===== config.mk =====
export PLATFORM = sky130hd
export DESIGN_NAME = game_sequencer_fsm
export DESIGN_NICKNAME = d
export VERILOG_FILES = /design/src/rtl/game_sequencer_fsm.sv
export SDC_FILE = /design/constraint.sdc
export NUM_CORES = 1
export LEC_CHECK = 0
export CAP_MARGIN = 40
export CORE_ASPECT_RATIO = 0.75
export CORE_MARGIN = 5
export CORE_UTILIZATION = 59
export CTS_BUF_LIST = sky130_fd_sc_hd__clkbuf_4 sky130_fd_sc_hd__clkbuf_8
export CTS_CLUSTER_SIZE = 24
export DETAILED_ROUTE_END_ITERATION = 16
export HOLD_SLACK_MARGIN = 0.08
export PLACE_DENSITY = 0.82
export REMOVE_ABC_BUFFERS = 1
export SLEW_MARGIN = 25
export SYNTH_ARGS = -nofsm -noshare
export SYNTH_HDL_FRONTEND = slang
export SYNTH_SLANG_ARGS = --single-unit

===== constraint.sdc =====
create_clock -name clk -period 3.09 [get_ports clk]
set_input_delay 0.618 -clock clk [delete_from_list [all_inputs] [get_ports clk]]
set_output_delay 0.618 -clock clk [all_outputs]
set_load 0.02 [all_outputs]

===== src/rtl/game_sequencer_fsm.sv =====
// Game-flow controller: sequences start, stage intro/play/clear and win/lose screens.
// Screen strobes are registered from the next-state decode, so they change on the state edge.
module game_sequencer_fsm #(
  parameter int HOLD_CYCLES = 50000000,
  parameter int CNT_W       = 26
) (
  input  logic       clk,
  input  logic       resetn,
  input  logic       go,
  input  logic       start_display_done,
  input  logic       stage_1_begin_done,
  input  logic       stage_2_begin_done,
  input  logic       stage_3_begin_done,
  input  logic       stage_1_end_display_done,
  input  logic       stage_2_end_display_done,
  input  logic       stage_3_end_display_done,
  input  logic       WIN_done,
  input  logic       LOSE_done,
  input  logic       stage_clear,
  input  logic       player_dead,
  output logic       wait_start,
  output logic       stage_1_begin,
  output logic       stage_1_done,
  output logic       stage_2_begin,
  output logic       stage_2_done,
  output logic       stage_3_begin,
  output logic       stage_3_done,
  output logic       win,
  output logic       game_over,
  output logic       play_enable,
  output logic [1:0] current_stage
);

  typedef enum logic [3:0] {
    S_START  = 4'd0,
    S1_BEGIN = 4'd1,
    S1_PLAY  = 4'd2,
    S1_DONE  = 4'd3,
    S2_BEGIN = 4'd4,
    S2_PLAY  = 4'd5,
    S2_DONE  = 4'd6,
    S3_BEGIN = 4'd7,
    S3_PLAY  = 4'd8,
    S3_DONE  = 4'd9,
    S_WIN    = 4'd10,
    S_LOSE   = 4'd11
  } state_t;

  localparam logic [CNT_W-1:0] HOLD_LAST = CNT_W'(HOLD_CYCLES - 1);

  // Output vector layout: {wait_start, s1b, s1d, s2b, s2d, s3b, s3d, win, game_over, play_enable, stage[1:0]}
  localparam logic [11:0] O_START = 12'h800;
  localparam logic [11:0] O_S1B   = 12'h401;
  localparam logic [11:0] O_S1P   = 12'h005;
  localparam logic [11:0] O_S1D   = 12'h201;
  localparam logic [11:0] O_S2B   = 12'h102;
  localparam logic [11:0] O_S2P   = 12'h006;
  localparam logic [11:0] O_S2D   = 12'h082;
  localparam logic [11:0] O_S3B   = 12'h043;
  localparam logic [11:0] O_S3P   = 12'h007;
  localparam logic [11:0] O_S3D   = 12'h023;
  localparam logic [11:0] O_WIN   = 12'h010;
  localparam logic [11:0] O_LOSE  = 12'h008;

  state_t           state_r;
  state_t           state_nxt_s;
  logic             go_q_r;
  logic             done_seen_r;
  logic [CNT_W-1:0] hold_cnt_r;
  logic [11:0]      out_r;
  logic [11:0]      out_nxt_s;
  logic             go_rise_s;
  logic             cur_done_s;
  logic             hold_state_s;
  logic             hold_run_s;
  logic             hold_expire_s;
  logic             moving_s;

  assign go_rise_s     = go & ~go_q_r;
  assign hold_run_s    = hold_state_s & (done_seen_r | cur_done_s);
  assign hold_expire_s = hold_run_s & (hold_cnt_r == HOLD_LAST);
  assign moving_s      = (state_nxt_s != state_r);

  // Select the done feedback belonging to the current screen; others are ignored.
  always_comb begin
    cur_done_s   = 1'b0;
    hold_state_s = 1'b0;
    case (state_r)
      S_START:  cur_done_s = start_display_done;
      S1_BEGIN: begin cur_done_s = stage_1_begin_done;       hold_state_s = 1'b1; end
      S1_DONE:  begin cur_done_s = stage_1_end_display_done; hold_state_s = 1'b1; end
      S2_BEGIN: begin cur_done_s = stage_2_begin_done;       hold_state_s = 1'b1; end
      S2_DONE:  begin cur_done_s = stage_2_end_display_done; hold_state_s = 1'b1; end
      S3_BEGIN: begin cur_done_s = stage_3_begin_done;       hold_state_s = 1'b1; end
      S3_DONE:  begin cur_done_s = stage_3_end_display_done; hold_state_s = 1'b1; end
      S_WIN:    cur_done_s = WIN_done;
      S_LOSE:   cur_done_s = LOSE_done;
      default: begin
        cur_done_s   = 1'b0;
        hold_state_s = 1'b0;
      end
    endcase
  end

  // Next-state logic.
  always_comb begin
    state_nxt_s = state_r;
    case (state_r)
      S_START:  if (done_seen_r && go_rise_s) state_nxt_s = S1_BEGIN; else state_nxt_s = S_START;
      S1_BEGIN: if (hold_expire_s) state_nxt_s = S1_PLAY; else state_nxt_s = S1_BEGIN;
      S2_BEGIN: if (hold_expire_s) state_nxt_s = S2_PLAY; else state_nxt_s = S2_BEGIN;
      S3_BEGIN: if (hold_expire_s) state_nxt_s = S3_PLAY; else state_nxt_s = S3_BEGIN;
      S1_PLAY: begin
        if (player_dead)      state_nxt_s = S_LOSE;
        else if (stage_clear) state_nxt_s = S1_DONE;
        else                  state_nxt_s = S1_PLAY;
      end
      S2_PLAY: begin
        if (player_dead)      state_nxt_s = S_LOSE;
        else if (stage_clear) state_nxt_s = S2_DONE;
        else                  state_nxt_s = S2_PLAY;
      end
      S3_PLAY: begin
        if (player_dead)      state_nxt_s = S_LOSE;
        else if (stage_clear) state_nxt_s = S3_DONE;
        else                  state_nxt_s = S3_PLAY;
      end
      S1_DONE: if (hold_expire_s) state_nxt_s = S2_BEGIN; else state_nxt_s = S1_DONE;
      S2_DONE: if (hold_expire_s) state_nxt_s = S3_BEGIN; else state_nxt_s = S2_DONE;
      S3_DONE: if (hold_expire_s) state_nxt_s = S_WIN;    else state_nxt_s = S3_DONE;
      S_WIN:   if (done_seen_r && go_rise_s) state_nxt_s = S_START; else state_nxt_s = S_WIN;
      S_LOSE:  if (done_seen_r && go_rise_s) state_nxt_s = S_START; else state_nxt_s = S_LOSE;
      default: state_nxt_s = S_START;
    endcase
  end

  // State register.
  always_ff @(posedge clk or negedge resetn) begin
    if (!resetn) state_r <= S_START;
    else         state_r <= state_nxt_s;
  end

  // Go edge detector, sticky done flag and hold counter; flag and counter restart on every transition.
  always_ff @(posedge clk or negedge resetn) begin
    if (!resetn) begin
      go_q_r      <= 1'b0;
      done_seen_r <= 1'b0;
      hold_cnt_r  <= '0;
    end else begin
      go_q_r <= go;
      if (moving_s) begin
        done_seen_r <= 1'b0;
        hold_cnt_r  <= '0;
      end else begin
        done_seen_r <= done_seen_r | cur_done_s;
        if (hold_run_s) hold_cnt_r <= hold_cnt_r + {{(CNT_W-1){1'b0}}, 1'b1};
        else            hold_cnt_r <= hold_cnt_r;
      end
    end
  end

  // Output decode of the state being entered.
  always_comb begin
    out_nxt_s = O_START;
    case (state_nxt_s)
      S_START:  out_nxt_s = O_START;
      S1_BEGIN: out_nxt_s = O_S1B;
      S1_PLAY:  out_nxt_s = O_S1P;
      S1_DONE:  out_nxt_s = O_S1D;
      S2_BEGIN: out_nxt_s = O_S2B;
      S2_PLAY:  out_nxt_s = O_S2P;
      S2_DONE:  out_nxt_s = O_S2D;
      S3_BEGIN: out_nxt_s = O_S3B;
      S3_PLAY:  out_nxt_s = O_S3P;
      S3_DONE:  out_nxt_s = O_S3D;
      S_WIN:    out_nxt_s = O_WIN;
      S_LOSE:   out_nxt_s = O_LOSE;
      default:  out_nxt_s = O_START;
    endcase
  end

  // Output register, updated on the same edge as the state.
  always_ff @(posedge clk or negedge resetn) begin
    if (!resetn) out_r <= O_START;
    else         out_r <= out_nxt_s;
  end

  assign wait_start    = out_r[11];
  assign stage_1_begin = out_r[10];
  assign stage_1_done  = out_r[9];
  assign stage_2_begin = out_r[8];
  assign stage_2_done  = out_r[7];
  assign stage_3_begin = out_r[6];
  assign stage_3_done  = out_r[5];
  assign win           = out_r[4];
  assign game_over     = out_r[3];
  assign play_enable   = out_r[2];
  assign current_stage = out_r[1:0];

endmodule


==> qor.csv, run 1 <==
stage;metric;value;unit
clock_network;cts_hold_buf;0;
clock_network;cts_root_buf;clkbuf_8;
clock_network;clock_path_buffers;2;
critical_path;critPathKind;flop to flop;
synth;yosysWarnings;0;
cells_and_area;n_fill_cell;297;
placement;place_inst;346;
placement;io_buffers;25;
detailed_routing;dr.pass1.iters;4;
die;initial_utilization;0.615;
cells_and_area;nets;313;
timing;min_period_over_period;0.905;
global_route;grt_max_degree;32;
pwr;power_density;807;nW/um^2
detailed_routing;viasPerCell;5.81;
synth;synth-edff-count;0;
clock_network;cts_resized;0;
synth;synth_flop_cell;dfrtp_1;
synth;ys_async_sr_fraction;1.00;
global_route;grt-ovfl-total;0;
synth;synth_cells;263;
critical_path;r2r_end;out_r[2]$_DFF_PN0_;
synth;synth_cell_types;63;
cells_and_area;n_antenna_cell;0;
cells_and_area;instances_no_fill;354;
synth;synth_top_cell_by_area;dfrtp_1;
pwr;leakagePower;1.26;nW
detailed_routing;drc;0;
critical_path;rrSetupSlack;0.29;ns
die;std_cell_rows;20;
die;die-width;85.5;um
clock_network;cts_buffers;5;
die;die_y;66.7;um
timing;finalHoldViolations;0;
min_path;hold_path.class;input pin to async pin;
synth;syn_area_per_cell;9.60;um^2
outcome;status;finished clean;
synth;synth-seq-cells;44;
global_route;grt_pass1_vias;2038;
clock_network;cts.htree.levels;2;
cells_and_area;drive_gt1_frac;0.161;
critical_path;r2r_cells;8;
clock_network;cts_sinks;44;
synth;syn_area;2520;um^2
critical_path;required;3.30;ns
detailed_routing;vias;2058;
timing;final.setup.tns;0;ns
detailed_routing;detail-route-antenna-nets;0;
global_route;antenna_found_initial;0;
clock_network;cts.clk_slew.worst_paths;0.08;ns
clock_network;cts_tree;built;
detailed_routing;drt-wirelength-per-cell;15.6;um
global_route;globalRouteTotalUtil;0.220;
timing;worst_pin_slew;0.571;ns
detailed_routing;routed_wirelength;5.53;mm
critical_path;cp.arrival;3.00;ns
critical_path;crit_path_max_fanout;5;
cells_and_area;ff_latch_area;1100;um^2
placement;gp_congestion;0.947;
die;pin_count;26;
cells_and_area;area_growth;18.7;%
clock_network;cts_setup_buffers;0;
die;fp.dieArea;5700;um^2
critical_path;endpoint_kind;flop;
timing;slew_headroom;0.616;
global_route;grt_pass1_wl;9.75;mm
pwr;vdd_drop_max;0.000658;V
critical_path;worstSetupStartpoint;hold_cnt_r[7]$_DFFE_PN0P_;
die;fp.coreArea;4100;um^2
synth;synth_area_leaders;dfrtp_1 (43%), nor2_1 (6.7%), xor2_1 (4.9%);
timing;report.final.slew_viol_count;0;
synth;synth_top_area_frac;0.426;
detailed_routing;drt_iter0_markers;325;
timing;setup_viol;0;
timing;max_freq;358;MHz
synth;ys_seq_area_frac;0.437;
flow_run;cap_violations;0;
critical_path;critPathLaunchType;flop;
cells_and_area;multiInputGateArea;1310;um^2
timing;grt_setup_unrepaired;no;
timing;layout_min_cycle_time;2.80;ns
critical_path;reg2reg_from;hold_cnt_r[7]$_DFFE_PN0P_;
timing;fin_skew;0.00484;ns
clock_network;worstSkewPairLatency;0.30;ns
placement;dpl.hpwl;3.87;mm
==> worst max-delay path by stage <==
stage / endpoint / slack [ns] / cells past startpoint
after floorplan: hold_cnt_r[0]$_DFFE_PN0P_ / 0.24 / 7
after global placement: out_r[2]$_DFF_PN0_ / 0.07 / 10
after detailed placement: out_r[2]$_DFF_PN0_ / 0.004 / 10
after CTS: out_r[2]$_DFF_PN0_ / 0.29 / 8
after global routing: out_r[0]$_DFF_PN0_ / 0.11 / 7
final: out_r[2]$_DFF_PN0_ / 0.29 / 8
==> synth_stat cells (2+ instances only) <==
| library cell | count |
|---|---|
| a21o_1 | 3 |
| a21oi_1 | 8 |
| a31oi_1 | 2 |
| and3_1 | 4 |
| and3_2 | 3 |
| and4_1 | 4 |
| buf_2 | 2 |
| buf_6 | 3 |
| clkbuf_1 | 2 |
| clkbuf_8 | 2 |
| dfrtp_1 | 43 |
| inv_1 | 5 |
| nand2_1 | 29 |
| nand2b_1 | 3 |
| nand3_1 | 7 |
| nand3b_1 | 3 |
| nand4_1 | 6 |
| nor2_1 | 45 |
| nor2b_1 | 3 |
| nor3_1 | 10 |
| nor4_1 | 3 |
| o21ai_0 | 3 |
| o22ai_1 | 3 |
| o31ai_1 | 2 |
| or3_4 | 3 |
| or4_1 | 2 |
| xnor2_1 | 11 |
| xor2_1 | 14 |
==> critical path, stage by stage (launching register included) <==
cell,delay [ns]
dfrtp_1,0.45
nor4b_1,0.41
nand4_1,0.19
or3_4,0.40
or3_4,0.35
a221oi_4,0.39
inv_4,0.04
or2_4,0.26
o311ai_2,0.21
==> sequential cells by signal, summed over array words and instances (netlist names) <==
register	count
done_seen_r	1
go_q_r	1
hold_cnt_r	26
out_r	12
state_r	4
==> stage by stage <==
step	total power [mW]	cell area (um^2)	worst slack (ns)	utilization	hold slack [ns]
final	2.42	3000	0.294	0.730	0.207
after global routing	2.58	3000	0.105	0.730	0.232
after CTS	2.41	3000	0.291	0.730	0.216
after detailed placement	1.95	2880	0.00361	0.701	0.531
after global placement	1.92	2860	0.0673	0.696	0.526
after floorplan	1.46	2440	0.241	-	0.322
==> layout by cell type, fill, tap and decap left out, types with 2 or more instances in the layout <==
master / n
xor2_1: 14
o22ai_1: 3
and3_1: 4
a21oi_1: 8
nand2b_1: 3
a21o_1: 3
nor3_1: 10
nand4_1: 6
o21ai_0: 3
a31oi_1: 2
nand3b_1: 3
o31ai_1: 2
nand3_1: 7
inv_1: 5
buf_4: 11
and4_1: 4
nor2b_1: 3
or3_4: 3
nor2_1: 45
clkbuf_8: 6
dfrtp_1: 43
buf_12: 2
nand2_1: 29
xnor2_1: 11
nor4_1: 3
clkdlybuf4s50_1: 24
and3_2: 3
or4_1: 2
==> layout make-up <==
| type | instances | area share |
|---|---|---|
| repair buffers | 38 | 0.123 |
| clock inverters | 2 | 0.0129 |
| flip-flops and latches | 44 | 0.368 |
| well taps | 55 | 0.0230 |
| clock buffers | 6 | 0.0276 |
| inverters | 7 | 0.00960 |
| multi-input cells | 202 | 0.436 |
==> cell families after synthesis <==
| family | synth area share |
|---|---|
| flip-flops | 0.437 |
| adder cells (fa/ha/maj) | 0.00495 |
| buffers and inverters | 0.0456 |
| multiplexers | 0.0144 |
| AND/OR/NAND/NOR | 0.305 |
| AO/OA/AOI/OAI | 0.107 |
| XOR/XNOR | 0.0867 |
==> layer usage <==
metal	share of wire	GRT usage	up-vias
met4	0.012	0.0711	0
li1	-	-	988
met3	0.065	0.0457	8
met1	0.48	0.313	990
met2	0.44	0.335	72
met5	0	0	-
==> where the power goes <==
group          internal (mW)  leakage [nW]  total, mW  switching (mW)
sequential             0.655         0.592      0.750          0.0956
combinational          0.506         0.609       1.20           0.695
clock                  0.264        0.0614      0.467           0.203
total                   1.43          1.26       2.42           0.993
Power figures use the tool's default switching activity.
==> run 2: changes to the inputs <==
- SLEW_MARGIN: 25 -> 20
==> qor.csv, run 2 (synthesized netlist as in run 1, its figures left out) <==
stage;metric;value;unit;change
timing;max_freq;356;MHz;was 358 MHz
die;pin_count;26;;unchanged
critical_path;required;3.29;ns;was 3.30 ns
cells_and_area;n_antenna_cell;0;;unchanged
detailed_routing;detail-route-antenna-nets;0;;unchanged
die;initial_utilization;0.615;;unchanged
cells_and_area;area_growth;18.7;%;unchanged
detailed_routing;drt_iter0_markers;320;;was 325
pwr;p_seq_frac;0.309;;was 0.310
critical_path;endpoint_kind;flop;;unchanged
cells_and_area;largest_reg_flops;26;;unchanged
placement;dpl.hpwl;3.91;mm;was 3.87 mm
clock_network;cts_root_buf;clkbuf_8;;unchanged
clock_network;cts_sinks;44;;unchanged
critical_path;critPathLaunchType;flop;;unchanged
critical_path;crit_path_max_fanout;9;;was 5
pwr;vdd_drop_max;0.000664;V;was 0.000658 V
timing;grt_setup_unrepaired;no;;unchanged
timing;finalHoldViolations;0;;unchanged
cells_and_area;final_common_cell;nor2_1;;unchanged
placement;dpl_cell_area;2880;um^2;unchanged
clock_network;cts.clk_slew.worst_paths;0.08;ns;about the same
global_route;grt_use_met3;0.0507;;was 0.0457
timing;layout_min_cycle_time;2.81;ns;was 2.80 ns
die;die_y;66.7;um;unchanged
critical_path;r2r_cells;9;;was 8
min_path;hold_path.class;input pin to async pin;;unchanged
global_route;met2_usage;0.335;;unchanged
clock_network;cts_resized;0;;unchanged
outcome;status;finished clean;;unchanged
timing;slew_headroom;0.546;;was 0.616
cells_and_area;ff_latch_area;1100;um^2;unchanged
die;std_cell_rows;20;;unchanged
timing;fin_skew;0.00427;ns;was 0.00484 ns
clock_network;cts_tree;built;;unchanged
placement;gp_congestion;0.947;;unchanged
cells_and_area;regMostFlops;hold_cnt_r;;unchanged
timing;min_period_over_period;0.908;;was 0.905
global_route;globalRouteTotalUtil;0.220;;about the same
global_route;grt-ovfl-total;0;;unchanged
cells_and_area;fin_area;3000;um^2;unchanged
detailed_routing;drt-wirelength-per-cell;15.4;um;was 15.6 um
detailed_routing;vias;2069;;was 2058
global_route;grt_max_degree;34;;was 32
critical_path;cp.arrival;3.01;ns;was 3.00 ns
detailed_routing;dr.pass1.iters;4;;unchanged
detailed_routing;viasPerCell;5.84;;was 5.81
clock_network;cts_setup_buffers;0;;unchanged
timing;setup_viol;0;;unchanged
cells_and_area;final_cell_mix;nor2_1 (45), dfrtp_1 (43), nand2_1 (29);;unchanged
die;fp.coreArea;4100;um^2;unchanged
flow_run;cap_violations;0;;unchanged
cells_and_area;multiInputGateArea;1310;um^2;unchanged
clock_network;cts_buffers;5;;unchanged
critical_path;critPathKind;flop to flop;;unchanged
cells_and_area;drive_gt1_frac;0.161;;unchanged
placement;io_buffers;25;;unchanged
pwr;leakagePower;1.26;nW;unchanged
pwr;swShare;0.411;;about the same
pwr;pwr-share-clk;0.191;;was 0.193
pwr;power.internal;1.43;mW;about the same
cells_and_area;n_fill_cell;307;;was 297
pwr;power.switching;0.997;mW;was 0.993 mW
clock_network;cts.htree.levels;2;;unchanged
clock_network;worstSkewPairLatency;0.30;ns;about the same
global_route;grt_pass1_vias;2012;;was 2038
timing;final.setup.tns;0;ns;unchanged
die;die-width;85.5;um;unchanged
cells_and_area;largestRegisters;hold_cnt_r: 26 flops, out_r: 12 flops, state_r: 4 flops;;unchanged
global_route;grt_use_met1;0.313;;about the same
global_route;grt_busiest_layer;met2;;unchanged
detailed_routing;routed_wirelength;5.46;mm;was 5.53 mm
clock_network;clock_path_buffers;2;;unchanged
pwr;combPwrFrac;0.500;;was 0.497
pwr;power_density;808;nW/um^2;was 807 nW/um^2
die;fp.dieArea;5700;um^2;unchanged
clock_network;cts_hold_buf;0;;unchanged
global_route;grt_pass1_wl;9.73;mm;was 9.75 mm
timing;report.final.slew_viol_count;0;;unchanged
cells_and_area;nets;313;;unchanged
timing;worst_pin_slew;0.675;ns;was 0.571 ns
detailed_routing;drc;0;;unchanged
global_route;antenna_found_initial;0;;unchanged
-- run 2: final timing paths --
kind | end | slack, ns | start
hold / removal | out_r[10]$_DFF_PN0_ | 0.19 | resetn
setup reg to reg | out_r[2]$_DFF_PN0_ | 0.28 | state_r[3]$_DFF_PN0_
min in group clk | hold_cnt_r[15]$_DFFE_PN0P_ | 0.56 | hold_cnt_r[15]$_DFFE_PN0P_
hold reg to reg | hold_cnt_r[15]$_DFFE_PN0P_ | 0.56 | hold_cnt_r[15]$_DFFE_PN0P_
max in group asynchronous | out_r[11]$_DFF_PN1_ | 2.36 | resetn
setup / recovery | out_r[2]$_DFF_PN0_ | 0.28 | state_r[3]$_DFF_PN0_
-- run 2: area by class of cell --
type                    count  share of cell area
clock buffers               6              0.0276
flip-flops and latches     44               0.368
clock inverters             2              0.0129
inverters                   7             0.00960
multi-input cells         202               0.436
repair buffers             38               0.123
well taps                  55              0.0230
-- run 2: layer usage --
metal | wire length, um | part of all wire
met1 | 2610 | 0.48
met3 | 370 | 0.068
met4 | 57 | 0.010
met2 | 2420 | 0.44
met5 | 0 | 0
-- run 2: through the flow --
stage	hold slack (ns)	setup WS [ns]	std cells	power (mW)	util
4_1_cts	0.200	0.299	354	2.41	0.730
5_1_grt	0.210	0.100	354	2.58	0.730
3_5_place_dp	0.519	0.00787	346	1.94	0.701
3_3_place_gp	0.526	0.0673	345	1.92	0.696
2_1_floorplan	0.322	0.241	253	1.46	-
6_report	0.192	0.283	354	2.42	0.730
-- run 2: critical path, stage by stage (launching register included) --
cell and delay (ns):
dfrtp_1 0.47, or2b_1 0.36, o32ai_4 0.33, nor4_4 0.09
buf_4 0.17, or3_4 0.40, a221oi_4 0.39, inv_4 0.04
or2_4 0.26, o311ai_2 0.20
-- run 2: power groups by stage --
stage / clock network (mW) / logic, mW / registers [mW]
after floorplan: 0 / 0.648 / 0.810
after global placement: 0 / 1.16 / 0.759
after detailed placement: 0 / 1.19 / 0.757
after CTS: 0.468 / 1.20 / 0.747
after global routing: 0.500 / 1.32 / 0.766
final: 0.462 / 1.21 / 0.749
